File: config.mk
export PLATFORM = sky130hd
export DESIGN_NAME = ulpi_phy_responder
export DESIGN_NICKNAME = d
export VERILOG_FILES = /design/src/rtl/ulpi_pkg.sv /design/src/rtl/ulpi_phy_regfile.sv /design/src/rtl/ulpi_phy_responder.sv
export SDC_FILE = /design/constraint.sdc
export NUM_CORES = 1
export LEC_CHECK = 0
export CORE_UTILIZATION = 55
export DETAILED_ROUTE_END_ITERATION = 16
export GPL_TIMING_DRIVEN = 0
export PLACE_DENSITY = 0.93
export RECOVER_POWER = 100
export SYNTH_ARGS = -nofsm -noshare
export SYNTH_HDL_FRONTEND = slang
export SYNTH_SLANG_ARGS = --single-unit
File: constraint.sdc
create_clock -name CLK -period 6.81 [get_ports CLK]
set_input_delay 1.0215 -clock CLK [delete_from_list [all_inputs] [get_ports CLK]]
set_output_delay 1.0215 -clock CLK [all_outputs]
set_load 0.01 [all_outputs]
File: src/rtl/ulpi_pkg.sv
// Shared types and constants for the ULPI PHY responder: FSM states, TX CMD
// types, register map, reset values and set/clear alias offsets.
package ulpi_pkg;

  typedef enum logic [3:0] {
    ST_STARTUP,
    ST_IDLE,
    ST_W_ACK,
    ST_W_DATA,
    ST_W_STP,
    ST_R_ACK,
    ST_R_TURN,
    ST_R_DATA,
    ST_RX_TURN,
    ST_RX_DATA,
    ST_TX_DATA,
    ST_PHY_RST
  } ulpi_state_e;

  localparam logic [1:0] CMD_IDLE = 2'b00;
  localparam logic [1:0] CMD_TX   = 2'b01;
  localparam logic [1:0] CMD_REGW = 2'b10;
  localparam logic [1:0] CMD_REGR = 2'b11;

  localparam logic [5:0] ADDR_FUNC_CTRL = 6'h04;
  localparam logic [5:0] ADDR_OTG_CTRL  = 6'h0A;
  localparam logic [5:0] ADDR_SCRATCH   = 6'h16;

  localparam logic [7:0] RST_FUNC_CTRL = 8'h41;
  localparam logic [7:0] RST_OTG_CTRL  = 8'h06;
  localparam logic [7:0] RST_SCRATCH   = 8'h00;

  localparam logic [5:0] OFS_SET = 6'd1;
  localparam logic [5:0] OFS_CLR = 6'd2;

  localparam int FUNC_RESET_BIT = 5;

  function automatic logic [1:0] cmd_type(input logic [7:0] cmd_byte);
    return cmd_byte[7:6];
  endfunction

endpackage

File: src/rtl/ulpi_phy_regfile.sv
// ULPI register file: FUNC_CTRL, OTG_CTRL, SCRATCH with write port, read mux
// and restore-to-default. Set/clear aliases exist only with ULPI_PHY_SETCLR_EN.
module ulpi_phy_regfile
  import ulpi_pkg::*;
(
  input  logic       clk,
  input  logic       restore,
  input  logic       wr_en,
  input  logic [5:0] wr_addr,
  input  logic [7:0] wr_data,
  input  logic [5:0] rd_addr,
  output logic [7:0] rd_data,
  output logic       func_rst_req,
  output logic [7:0] func_ctrl,
  output logic [7:0] otg_ctrl
);

  logic [7:0] scratch;
  logic       func_wr;
  logic       otg_wr;
  logic       scratch_wr;
  logic [7:0] func_nxt;
  logic [7:0] otg_nxt;

  always_comb begin
    func_wr    = 1'b0;
    otg_wr     = 1'b0;
    scratch_wr = 1'b0;
    func_nxt   = func_ctrl;
    otg_nxt    = otg_ctrl;
    if (wr_en) begin
      if (wr_addr == ADDR_FUNC_CTRL) begin
        func_wr  = 1'b1;
        func_nxt = wr_data;
      end
      if (wr_addr == ADDR_OTG_CTRL) begin
        otg_wr  = 1'b1;
        otg_nxt = wr_data;
      end
      if (wr_addr == ADDR_SCRATCH) begin
        scratch_wr = 1'b1;
      end
`ifdef ULPI_PHY_SETCLR_EN
      if (wr_addr == ADDR_FUNC_CTRL + OFS_SET) begin
        func_wr  = 1'b1;
        func_nxt = func_ctrl | wr_data;
      end
      if (wr_addr == ADDR_FUNC_CTRL + OFS_CLR) begin
        func_wr  = 1'b1;
        func_nxt = func_ctrl & ~wr_data;
      end
      if (wr_addr == ADDR_OTG_CTRL + OFS_SET) begin
        otg_wr  = 1'b1;
        otg_nxt = otg_ctrl | wr_data;
      end
      if (wr_addr == ADDR_OTG_CTRL + OFS_CLR) begin
        otg_wr  = 1'b1;
        otg_nxt = otg_ctrl & ~wr_data;
      end
`endif
    end
  end

  // A write leaving the reset bit set sends the FSM into its PHY reset hold.
  assign func_rst_req = func_wr & func_nxt[FUNC_RESET_BIT];

  always_comb begin
    rd_data = 8'h00;
    case (rd_addr)
      ADDR_FUNC_CTRL: rd_data = func_ctrl;
      ADDR_OTG_CTRL:  rd_data = otg_ctrl;
      ADDR_SCRATCH:   rd_data = scratch;
      default:        rd_data = 8'h00;
    endcase
`ifdef ULPI_PHY_SETCLR_EN
    if ((rd_addr == ADDR_FUNC_CTRL + OFS_SET) || (rd_addr == ADDR_FUNC_CTRL + OFS_CLR)) begin
      rd_data = func_ctrl;
    end
    if ((rd_addr == ADDR_OTG_CTRL + OFS_SET) || (rd_addr == ADDR_OTG_CTRL + OFS_CLR)) begin
      rd_data = otg_ctrl;
    end
`endif
  end

  always_ff @(posedge clk) begin
    if (restore) begin
      func_ctrl <= RST_FUNC_CTRL;
      otg_ctrl  <= RST_OTG_CTRL;
      scratch   <= RST_SCRATCH;
    end else begin
      if (func_wr)    func_ctrl <= func_nxt;
      if (otg_wr)     otg_ctrl  <= otg_nxt;
      if (scratch_wr) scratch   <= wr_data;
    end
  end

endmodule

File: src/rtl/ulpi_phy_responder.sv
// PHY-side ULPI model: start-up DIR hold, TX CMD handling with NXT handshakes,
// RX CMDs on line-state change. Optional set/clear aliases: ULPI_PHY_SETCLR_EN.
//
// state      | meaning
// -----------+-----------------------------------------------------------
// STARTUP    | DIR held high for RESET_CYCLES after RST
// IDLE       | link owns bus; decode TX CMD or issue pending RX CMD
// W_ACK      | register write cmd acknowledged (NXT=1)
// W_DATA     | register write data accepted (NXT=1)
// W_STP      | waiting for STP to commit the write
// R_ACK      | register read cmd acknowledged (NXT=1)
// R_TURN     | turnaround to PHY ownership
// R_DATA     | PHY drives register value
// RX_TURN    | turnaround before RX CMD
// RX_DATA    | PHY drives RX CMD {RXCMD_HI, line state}
// TX_DATA    | transmit payload, NXT=1, bytes counted until STP
// PHY_RST    | DIR held high for RESET_CYCLES after FUNC_CTRL.Reset write
module ulpi_phy_responder
  import ulpi_pkg::*;
#(
  parameter int         RESET_CYCLES = 16,
  parameter logic [5:0] RXCMD_HI     = 6'b010101
) (
  input  logic        CLK,
  input  logic        RST,
  input  logic [7:0]  ULPI_DATA_IN,
  input  logic        ULPI_STP,
  output logic [7:0]  ULPI_DATA_OUT,
  output logic        ULPI_DATA_OE,
  output logic        ULPI_DIR,
  output logic        ULPI_NXT,
  input  logic [1:0]  LINESTATE,
  output logic [7:0]  FUNC_CTRL,
  output logic [7:0]  OTG_CTRL,
  output logic [15:0] TX_BYTES,
  output logic        TX_ACTIVE
);

  localparam int              CNT_W    = (RESET_CYCLES > 1) ? $clog2(RESET_CYCLES) : 1;
  localparam logic [CNT_W-1:0] CNT_INIT = CNT_W'(RESET_CYCLES - 1);

  ulpi_state_e      state;
  ulpi_state_e      next_state;
  logic [CNT_W-1:0] rst_cnt;
  logic [5:0]       addr_q;
  logic [7:0]       wr_data_q;
  logic [1:0]       ls_rep;
  logic             rx_pending;
  logic             rx_event;
  logic [15:0]      tx_cnt;
  logic             dir_d;
  logic             nxt_d;
  logic             oe_d;
  logic             rf_wr_en;
  logic             rf_restore;
  logic             func_rst_req;
  logic [7:0]       rd_data;

  assign rx_event   = rx_pending | (LINESTATE != ls_rep);
  assign rf_wr_en   = (state == ST_W_STP) && ULPI_STP;
  assign rf_restore = RST | ((state == ST_PHY_RST) && (rst_cnt == '0));

  ulpi_phy_regfile u_regfile (
    .clk          (CLK),
    .restore      (rf_restore),
    .wr_en        (rf_wr_en),
    .wr_addr      (addr_q),
    .wr_data      (wr_data_q),
    .rd_addr      (addr_q),
    .rd_data      (rd_data),
    .func_rst_req (func_rst_req),
    .func_ctrl    (FUNC_CTRL),
    .otg_ctrl     (OTG_CTRL)
  );

  always_ff @(posedge CLK) begin
    if (RST) state <= ST_STARTUP;
    else     state <= next_state;
  end

  always_comb begin
    next_state = state;
    case (state)
      ST_STARTUP, ST_PHY_RST: if (rst_cnt == '0) next_state = ST_IDLE;
      ST_IDLE: begin
        // A pending RX CMD wins over a coincident TX CMD; the link retries.
        if (rx_event) begin
          next_state = ST_RX_TURN;
        end else if (ULPI_DATA_IN != 8'h00) begin
          case (cmd_type(ULPI_DATA_IN))
            CMD_REGW: next_state = ST_W_ACK;
            CMD_REGR: next_state = ST_R_ACK;
            CMD_TX:   next_state = ST_TX_DATA;
            CMD_IDLE: next_state = ST_IDLE;
            default:  next_state = ST_IDLE;
          endcase
        end
      end
      ST_W_ACK:   next_state = ULPI_STP ? ST_IDLE : ST_W_DATA;
      ST_W_DATA:  next_state = ULPI_STP ? ST_IDLE : ST_W_STP;
      ST_W_STP:   if (ULPI_STP) next_state = func_rst_req ? ST_PHY_RST : ST_IDLE;
      ST_R_ACK:   next_state = ST_R_TURN;
      ST_R_TURN:  next_state = ST_R_DATA;
      ST_R_DATA:  next_state = ST_IDLE;
      ST_RX_TURN: next_state = ST_RX_DATA;
      ST_RX_DATA: next_state = ST_IDLE;
      ST_TX_DATA: if (ULPI_STP) next_state = ST_IDLE;
      default:    next_state = ST_STARTUP;
    endcase
  end

  // Bus pins are decoded from next_state so they are registered yet line up
  // with the state they belong to.
  always_comb begin
    dir_d = 1'b0;
    nxt_d = 1'b0;
    oe_d  = 1'b0;
    case (next_state)
      ST_STARTUP, ST_PHY_RST, ST_R_TURN, ST_RX_TURN: dir_d = 1'b1;
      ST_R_DATA, ST_RX_DATA: begin
        dir_d = 1'b1;
        oe_d  = 1'b1;
      end
      ST_W_ACK, ST_W_DATA, ST_R_ACK, ST_TX_DATA: nxt_d = 1'b1;
      default: ;
    endcase
  end

  always_ff @(posedge CLK) begin
    if (RST) begin
      ULPI_DIR      <= 1'b1;
      ULPI_NXT      <= 1'b0;
      ULPI_DATA_OE  <= 1'b0;
      ULPI_DATA_OUT <= 8'h00;
      TX_ACTIVE     <= 1'b0;
      TX_BYTES      <= 16'h0000;
      tx_cnt        <= 16'h0000;
      rst_cnt       <= CNT_INIT;
      addr_q        <= 6'h00;
      wr_data_q     <= 8'h00;
      ls_rep        <= LINESTATE;
      rx_pending    <= 1'b0;
    end else begin
      ULPI_DIR     <= dir_d;
      ULPI_NXT     <= nxt_d;
      ULPI_DATA_OE <= oe_d;
      TX_ACTIVE    <= (next_state == ST_TX_DATA);

      if ((state != ST_PHY_RST) && (next_state == ST_PHY_RST)) rst_cnt <= CNT_INIT;
      else if (rst_cnt != '0)                                  rst_cnt <= rst_cnt - CNT_W'(1);

      if (state == ST_IDLE)   addr_q    <= ULPI_DATA_IN[5:0];
      if (state == ST_W_DATA) wr_data_q <= ULPI_DATA_IN;

      if (state == ST_IDLE) begin
        tx_cnt <= 16'h0000;
      end else if (state == ST_TX_DATA) begin
        if (ULPI_STP)                TX_BYTES <= tx_cnt;
        else if (tx_cnt != 16'hFFFF) tx_cnt   <= tx_cnt + 16'd1;
      end

      case (next_state)
        ST_R_DATA:  ULPI_DATA_OUT <= rd_data;
        ST_RX_DATA: ULPI_DATA_OUT <= {RXCMD_HI, LINESTATE};
        default:    ULPI_DATA_OUT <= 8'h00;
      endcase

      if (next_state == ST_RX_DATA) ls_rep <= LINESTATE;

      // A fresh change wins over the clear so nothing seen during RX_DATA is lost.
      if (LINESTATE != ls_rep)     rx_pending <= 1'b1;
      else if (state == ST_RX_DATA) rx_pending <= 1'b0;
    end
  end

endmodule

==> results of run 1 <==
-- stage by stage --
| step | total power (W) | setup WS [ns] |
|---|---|---|
| detailed placement | 0.000659 | 3.30 |
| floorplan | 0.000628 | 4.13 |
| global route | 0.00108 | 3.17 |
| finish | 0.00105 | 3.37 |
| CTS | 0.00105 | 3.67 |
| global placement | 0.000656 | 3.38 |
-- power groups by stage --
stage / registers [W] / clock network [W] / logic [W]
floorplan: 0.000573 / 0 / 0.0000555
global placement: 0.000573 / 0 / 0.0000832
detailed placement: 0.000573 / 0 / 0.0000857
CTS: 0.000560 / 0.000399 / 0.0000872
global route: 0.000561 / 0.000422 / 0.0000957
finish: 0.000560 / 0.000401 / 0.0000881
-- registers in the layout, summed over array words and instances (netlist names), 6 cells and up --
name	flops
wr_data_q	8
addr_q	6
ULPI_DATA_OUT	8
u_regfile.otg_ctrl	8
u_regfile.scratch	8
u_regfile.func_ctrl	8
TX_BYTES	16
tx_cnt	16
-- cell families (layout without fill, tap and decap cells) --
kind of cell | Yosys count | in the layout | synth area share (%)
compound gates | 66 | 66 | 11.2
xor+xnor | 18 | 18 | 3.98
simple gates | 186 | 186 | 23.4
mux | 34 | 34 | 8.59
flops | 93 | 93 | 47.5
buf+inv | 34 | 106 | 3.63
fa+ha+maj | 5 | 5 | 1.58
-- layout by cell type (no fill, tap or decap), drive strengths merged, types with 2 or more instances in the layout --
master and count:
and3 7, o21ai 4, nand2b 9, edfxtp 2
xor2 11, nor2b 4, nand3 23, nand2 49
and4b 2, and4 2, inv 8, a21oi 34
nor3 4, bufinv 2, dfxtp 91, nor2 56
o32ai 2, xnor2 7, nor3b 3, a222oi 8
clkinv 4, ha 5, nor4 2, or2 3
clkdlybuf4s50 7, o211ai 3, o221ai 2, buf 3
clkbuf 33, nand4 8, a31oi 3, mux2i 34
a2111oi 2, or4b 2, dlygate4sd3 49, nor4b 2
and2 6
-- routing by layer --
layer | vias to the layer above | wire length [µm]
met5 | - | 0
met4 | 0 | 384
met3 | 40 | 640
met2 | 177 | 4530
met1 | 1672 | 4140
li1 | 1662 | -
-- critical path: cells and delay by family --
kind	cells	cell delay (ns)
and+or+nand+nor	3	1.06
buffers and inverters	3	1.31
muxes	1	0.29
-- worst min path at each step --
stage	startpoint	to	slack (ns)	depth (start not counted)
after floorplan	addr_q[5]$_SDFFE_PP0P_	addr_q[5]$_SDFFE_PP0P_	0.44	2
after global placement	addr_q[5]$_SDFFE_PP0P_	addr_q[5]$_SDFFE_PP0P_	0.45	2
after detailed placement	TX_BYTES[4]$_SDFFE_PP0P_	TX_BYTES[4]$_SDFFE_PP0P_	0.45	2
after CTS	TX_BYTES[4]$_SDFFE_PP0P_	TX_BYTES[4]$_SDFFE_PP0P_	0.46	2
after global routing	TX_BYTES[12]$_SDFFE_PP0P_	TX_BYTES[12]$_SDFFE_PP0P_	0.48	2
final	TX_BYTES[4]$_SDFFE_PP0P_	TX_BYTES[4]$_SDFFE_PP0P_	0.45	2
-- cell type report --
class                      count  area [µm²]
buffer                        26         110
clock buffer                  10         128
clock inverter                 6        87.6
fill                         512        2020
inverter                       8        30.0
multi-input combinational    309        1930
sequential                    93        1880
tap                           96         120
timing repair buffer          56         561
==> summary.md, run 1 <==
| Metric | Value |
|---|---|
| All-Layer GR Usage | `27.4%` |
| Global-route wire length before repair | `15900 µm` |
| Worst skew pair latency | `0.37 ns` |
| CTS Buf Count | `9` |
| CP peak stage delay | `0.78 ns` |
| Status | `completed` |
| Crit path max fanout | `8` |
| Fmax | `291 MHz` |
| Total iterations of the first detailed-routing run | `6` |
| Pins Over Slew Limit | `0` |
| Final worst path period need | `3.44 ns` |
| Fin Hold WS | `0.452 ns` |
| Most frequent cells after synthesis | `91 x dfxtp_1, 56 x nor2_1, 49 x nand2_1, 34 x a21oi_1, 34 x mux2i_1` |
| Post-CTS Setup Bufs | `0` |
| Htree depth | `3` |
| CTS root buffer | `clkbuf_8` |
| # diodes | `0` |
| # resized after CTS | `0` |
| Fin Setup TNS | `0 ns` |
| Slew HR | `37.3%` |
| Fin util | `70.5%` |
| Crit-path slowest cell | `nor4_1` |
| Sequential Power Share | `53.4%` |
| Combinational power share | `8.4%` |
| Req. time, crit path | `7.05 ns` |
| Gp weighted congestion | `0.922` |
| Core Box Area | `6870 µm²` |
| Setup violations, final | `0` |
| Most numerous cell in the Yosys netlist | `dfxtp_1` |
| Clock slew at reported path FFs | `0.09 ns` |
| DRC | `0` |
| Max-cap violations | `0` |
| Netlist Area Pre-Place | `3960 µm²` |
| Synth Register Bits | `93` |
| Area grow syn2layout | `22.3%` |
| Top-area cell type share of the netlist area | `46.0%` |
| Worst-Margin Slew | `0.917 ns` |
| Leading area contributor after synthesis | `dfxtp_1` |
| RSZ-0062 raised after global routing | `false` |
| Share of cells above drive strength 1 | `4.92%` |
| CTS tree | `built` |
| Maximum vdd drop | `117 µV` |
| Die extent in x | `86.9 µm` |
| Met1 usage | `35.5%` |
| Clock power share | `38.2%` |
| Fraction of registers with async set/reset | `0%` |
| CP Data Arrival Time | `3.68 ns` |
| Final period utilization | `50.5%` |
| Critical path endpoint category | `flop` |
| Ports | `57` |
| DR iter-0 viols | `407` |
| Final ANT Viol Nets | `0` |
| Largest net degree at the start of global routing | `16` |
| Syn Area/Cell | `9.08 µm²` |
| Post-DP Area | `4640 µm²` |
| Met2 Usage GRT | `43.4%` |
| Crit path capture | `u_regfile.scratch[6]$_SDFFE_PP0P_` |
| Top_reg_cell synth | `dfxtp_1` |
| CP startpoint | `ULPI_STP` |
| Number of core rows | `30` |
| Synth area leaders | `dfxtp_1 46%, mux2i_1 8.6%, nor2_1 5.3%` |
| R2R setup slack | `4.17 ns` |
| Final hold violations | `0` |
| Net count after synthesis | `454` |
| Reg2reg start | `state[0]$_SDFF_PP0_` |
| Hpwl dp | `6780 µm` |
| HP Class | `reg -> reg` |
| Port buffer count | `56` |
| Most Crowded Layer GR | `met2` |
| Pint | `0.000794 W` |
| Crit path kind | `in -> reg` |
| Vias per cell | `5.88` |
| Final non-filler cell total | `604` |
| Clk sinks | `93` |
| Hold-fix buffers, CTS | `0` |
| Nets | `521` |
| Psw | `0.000255 W` |
| Seq/Total Area, Yosys | `47.5%` |
| Ys Warns | `0` |
| Antenna violations before repair | `0` |
| Clk_skew | `0.0110 ns` |
| Vias after detailed routing | `3551` |
| Inst Count DP | `588` |
| Lkg Pwr | `1.79 nW` |
| Routed WL | `9690 µm` |
| RR Endpoint | `u_regfile.scratch[6]$_SDFFE_PP0P_` |
| Max clock buf depth | `2` |
| Sw frac | `24.3%` |
| Count of cell types in the netlist | `53` |
| Cell count of the worst reg-to-reg path | `6` |
| EDFF count, synth | `2` |
| Die Area | `7540 µm²` |
| Worst-path cell chain | `dlygate4sd3_1, inv_1, nor4_1, and2_0, clkbuf_1, mux2i_1, nor2_1` |
| Pwr/cell area | `217 nW/µm²` |
| Initial Utilization | `57.7%` |
| Die H | `86.9 µm` |
| DR WL/cell | `16.0 µm` |
| Final instance area | `4840 µm²` |
| Startpoint types | `primary input` |
| Met3 Use GR | `5.02%` |
| Grt total ovfl | `0` |
| Vias in the first global route | `3415` |
| Cell count after synthesis | `436` |
(Power assumes the default switching activity.)
==> run 2, diff against run 1 <==
--- a/config.mk
+++ b/config.mk
@@ -5,10 +5,10 @@
 export SDC_FILE = /design/constraint.sdc
 export NUM_CORES = 1
 export LEC_CHECK = 0
-export CORE_UTILIZATION = 55
+export CORE_UTILIZATION = 49
 export DETAILED_ROUTE_END_ITERATION = 16
 export GPL_TIMING_DRIVEN = 0
-export PLACE_DENSITY = 0.93
+export PLACE_DENSITY = 0.88
 export RECOVER_POWER = 100
 export SYNTH_ARGS = -nofsm -noshare
 export SYNTH_HDL_FRONTEND = slang
==> constraint.sdc (replaced) <==
create_clock -name CLK -period 2.9 [get_ports CLK]
set_input_delay 0.435 -clock CLK [delete_from_list [all_inputs] [get_ports CLK]]
set_output_delay 0.435 -clock CLK [all_outputs]
set_load 0.01 [all_outputs]
==> run 2 against run 1 <==
Against the previous run: cell area shrank 0.31%; count of clock-buffer cells in the layout shrank 1; sequential share of layout area grew 0.12 points; critical path depth is the same; clock power grew 120%; combinational power grew 130%; hold slack is essentially flat; power grew 130%; wire length shrank 3.3%; clock skew grew 0.0037 ns; setup slack lost 3.1 ns; largest cell class unchanged; largest power group unchanged.
==> summary.md, run 2 (synthesis results as in run 1) <==
| Metric | Value |
|---|---|
| Die Area | `8450 µm²` |
| Crit path max fanout | `6` |
| Req. time, crit path | `3.16 ns` |
| All-Layer GR Usage | `23.4%` |
| Share of cells above drive strength 1 | `5.12%` |
| # resized after CTS | `0` |
| DR WL/cell | `15.3 µm` |
| Core Box Area | `7770 µm²` |
| Die extent in x | `91.9 µm` |
| Port buffer count | `56` |
| Fillers | `669` |
| Final worst path period need | `2.58 ns` |
| Hpwl dp | `6700 µm` |
| Number of core rows | `32` |
| Hold-fix buffers, CTS | `0` |
| Antenna violations before repair | `0` |
| Critical path endpoint category | `flop` |
| Total iterations of the first detailed-routing run | `5` |
| Worst skew pair latency | `0.38 ns` |
| Routed WL | `9360 µm` |
| Final period utilization | `89.1%` |
| Fin util | `62.2%` |
| Grt total ovfl | `0` |
| Regs by FF count | `TX_BYTES: 16 flops, tx_cnt: 16 flops` |
| CP peak stage delay | `0.80 ns` |
| Post-CTS Setup Bufs | `0` |
| Fmax | `387 MHz` |
| CTS tree | `built` |
| DRC | `0` |
| Die H | `91.9 µm` |
| Lkg Pwr | `1.78 nW` |
| Max-cap violations | `0` |
| Vias per cell | `5.67` |
| Clk sinks | `93` |
| Global-route wire length before repair | `15500 µm` |
| Final hold violations | `0` |
| Commonest non-fill, non-tap cell in the layout | `dfxtp_1` |
| # diodes | `0` |
| Max clock buf depth | `2` |
| Startpoint types | `primary input` |
| Final worst setup slack | `0.316 ns` |
| DP Worst Slack | `-0.00954 ns` |
| Area grow syn2layout | `22.0%` |
| CTS Buf Count | `9` |
| Ports | `57` |
| HP Class | `reg -> reg` |
| Worst Hold End | `TX_BYTES[7]$_SDFFE_PP0P_` |
| Final ANT Viol Nets | `0` |
| Gp weighted congestion | `0.884` |
| Cell count of the worst reg-to-reg path | `6` |
| CP Data Arrival Time | `2.84 ns` |
| Final instance area | `4830 µm²` |
| Hold Crit Depth | `2` |
| Clk_skew | `0.0148 ns` |
| Crit path buf inv count | `2` |
| Post-DP Area | `4650 µm²` |
| Reg2reg start | `state[0]$_SDFF_PP0_` |
| Clock slew at reported path FFs | `0.08 ns` |
| RSZ-0062 raised after global routing | `false` |
| CTS root buffer | `clkbuf_8` |
| Htree depth | `3` |
| Slew HR | `3.49%` |
| Vias after detailed routing | `3456` |
| Largest net degree at the start of global routing | `17` |
| Crit path kind | `in -> reg` |
| Worst-path cell chain | `clkdlybuf4s50_1, inv_1, nor4_1, a311oi_2, and2b_1, nor2b_1, a221o_1` |
| Pins Over Slew Limit | `0` |
| Crit-path slowest cell | `nor4_1` |
| Pwr/cell area | `496 nW/µm²` |
| DR iter-0 viols | `273` |
| Maximum vdd drop | `332 µV` |
| RR Endpoint | `ULPI_DIR$_SDFF_PP1_` |
| Hold Path Origin | `TX_BYTES[7]$_SDFFE_PP0P_` |
| Commonest cells after routing, fill and taps aside | `91 x dfxtp_1, 56 x nor2_1, 49 x nand2_1, 47 x dlygate4sd3_1` |
| Setup violations, final | `0` |
| Initial Utilization | `51.0%` |
| CP delay by family, top | `simple AND/OR/NAND/NOR gates` |
| Status | `completed` |
| Nets | `521` |
| R2R setup slack | `0.42 ns` |
| Worst-Margin Slew | `1.44 ns` |
| Vias in the first global route | `3214` |
| Fin Setup TNS | `0 ns` |
-- run 2: how the worst max path moves through the flow --
stage / start / to / slack (ns) / cells after the start
5_1_grt: ULPI_DATA_IN[7] / ULPI_NXT$_SDFF_PP0_ / 0.12 / 9
3_3_place_gp: ULPI_STP / ULPI_DIR$_SDFF_PP1_ / -0.009 / 7
3_5_place_dp: ULPI_STP / ULPI_DIR$_SDFF_PP1_ / -0.01 / 7
2_1_floorplan: rst_cnt[0]$_SDFFE_PP1N_ / ULPI_NXT$_SDFF_PP0_ / 0.76 / 8
6_report: ULPI_STP / ULPI_DIR$_SDFF_PP1_ / 0.32 / 7
4_1_cts: ULPI_STP / ULPI_DIR$_SDFF_PP1_ / 0.36 / 7
-- run 2: worst min-delay path: stages (launching register included) --
cell and delay, ns:
dfxtp_1 0.31, nand2_1 0.05, a21oi_1 0.05
-- run 2: area by class of cell --
class	instances	area (µm²)	area share, %
inverter	8	30.0	0.622
sequential	93	1880	39.0
clock inverter	7	73.8	1.53
multi-input combinational	309	1920	39.8
timing repair buffer	56	561	11.6
tap	102	128	2.64
clock buffer	9	124	2.56
buffer	26	109	2.25
-- run 2: layer usage --
metal	GRT usage, %	up-vias	part of all wire [%]
li1	-	1674	-
met1	29.3	1618	43
met2	37.6	135	47
met3	4.89	29	7.3
met4	12.6	0	2.7
met5	0	-	0
-- run 2: stage by stage --
step,power [W],std cells,hold slack (ns)
3_3_place_gp,0.00154,594,0.445
6_report,0.00239,610,0.452
2_1_floorplan,0.00148,436,0.436
4_1_cts,0.00240,610,0.459
3_5_place_dp,0.00155,594,0.447
5_1_grt,0.00247,610,0.478
-- run 2: power by group --
group          total, W  switching (W)  internal [W]
logic          0.000204       0.000127     0.0000766
registers       0.00132      0.0000139       0.00130
clock network  0.000874       0.000471      0.000403
==> run 3, diff against run 2 <==
--- a/config.mk
+++ b/config.mk
@@ -10,6 +10,7 @@
 export GPL_TIMING_DRIVEN = 0
 export PLACE_DENSITY = 0.88
 export RECOVER_POWER = 100
+export SETUP_SLACK_MARGIN = 0.1
 export SYNTH_ARGS = -nofsm -noshare
 export SYNTH_HDL_FRONTEND = slang
 export SYNTH_SLANG_ARGS = --single-unit
==> results of run 3 <==
No change in the layout: final DEF, timing and power equal those of run 2.
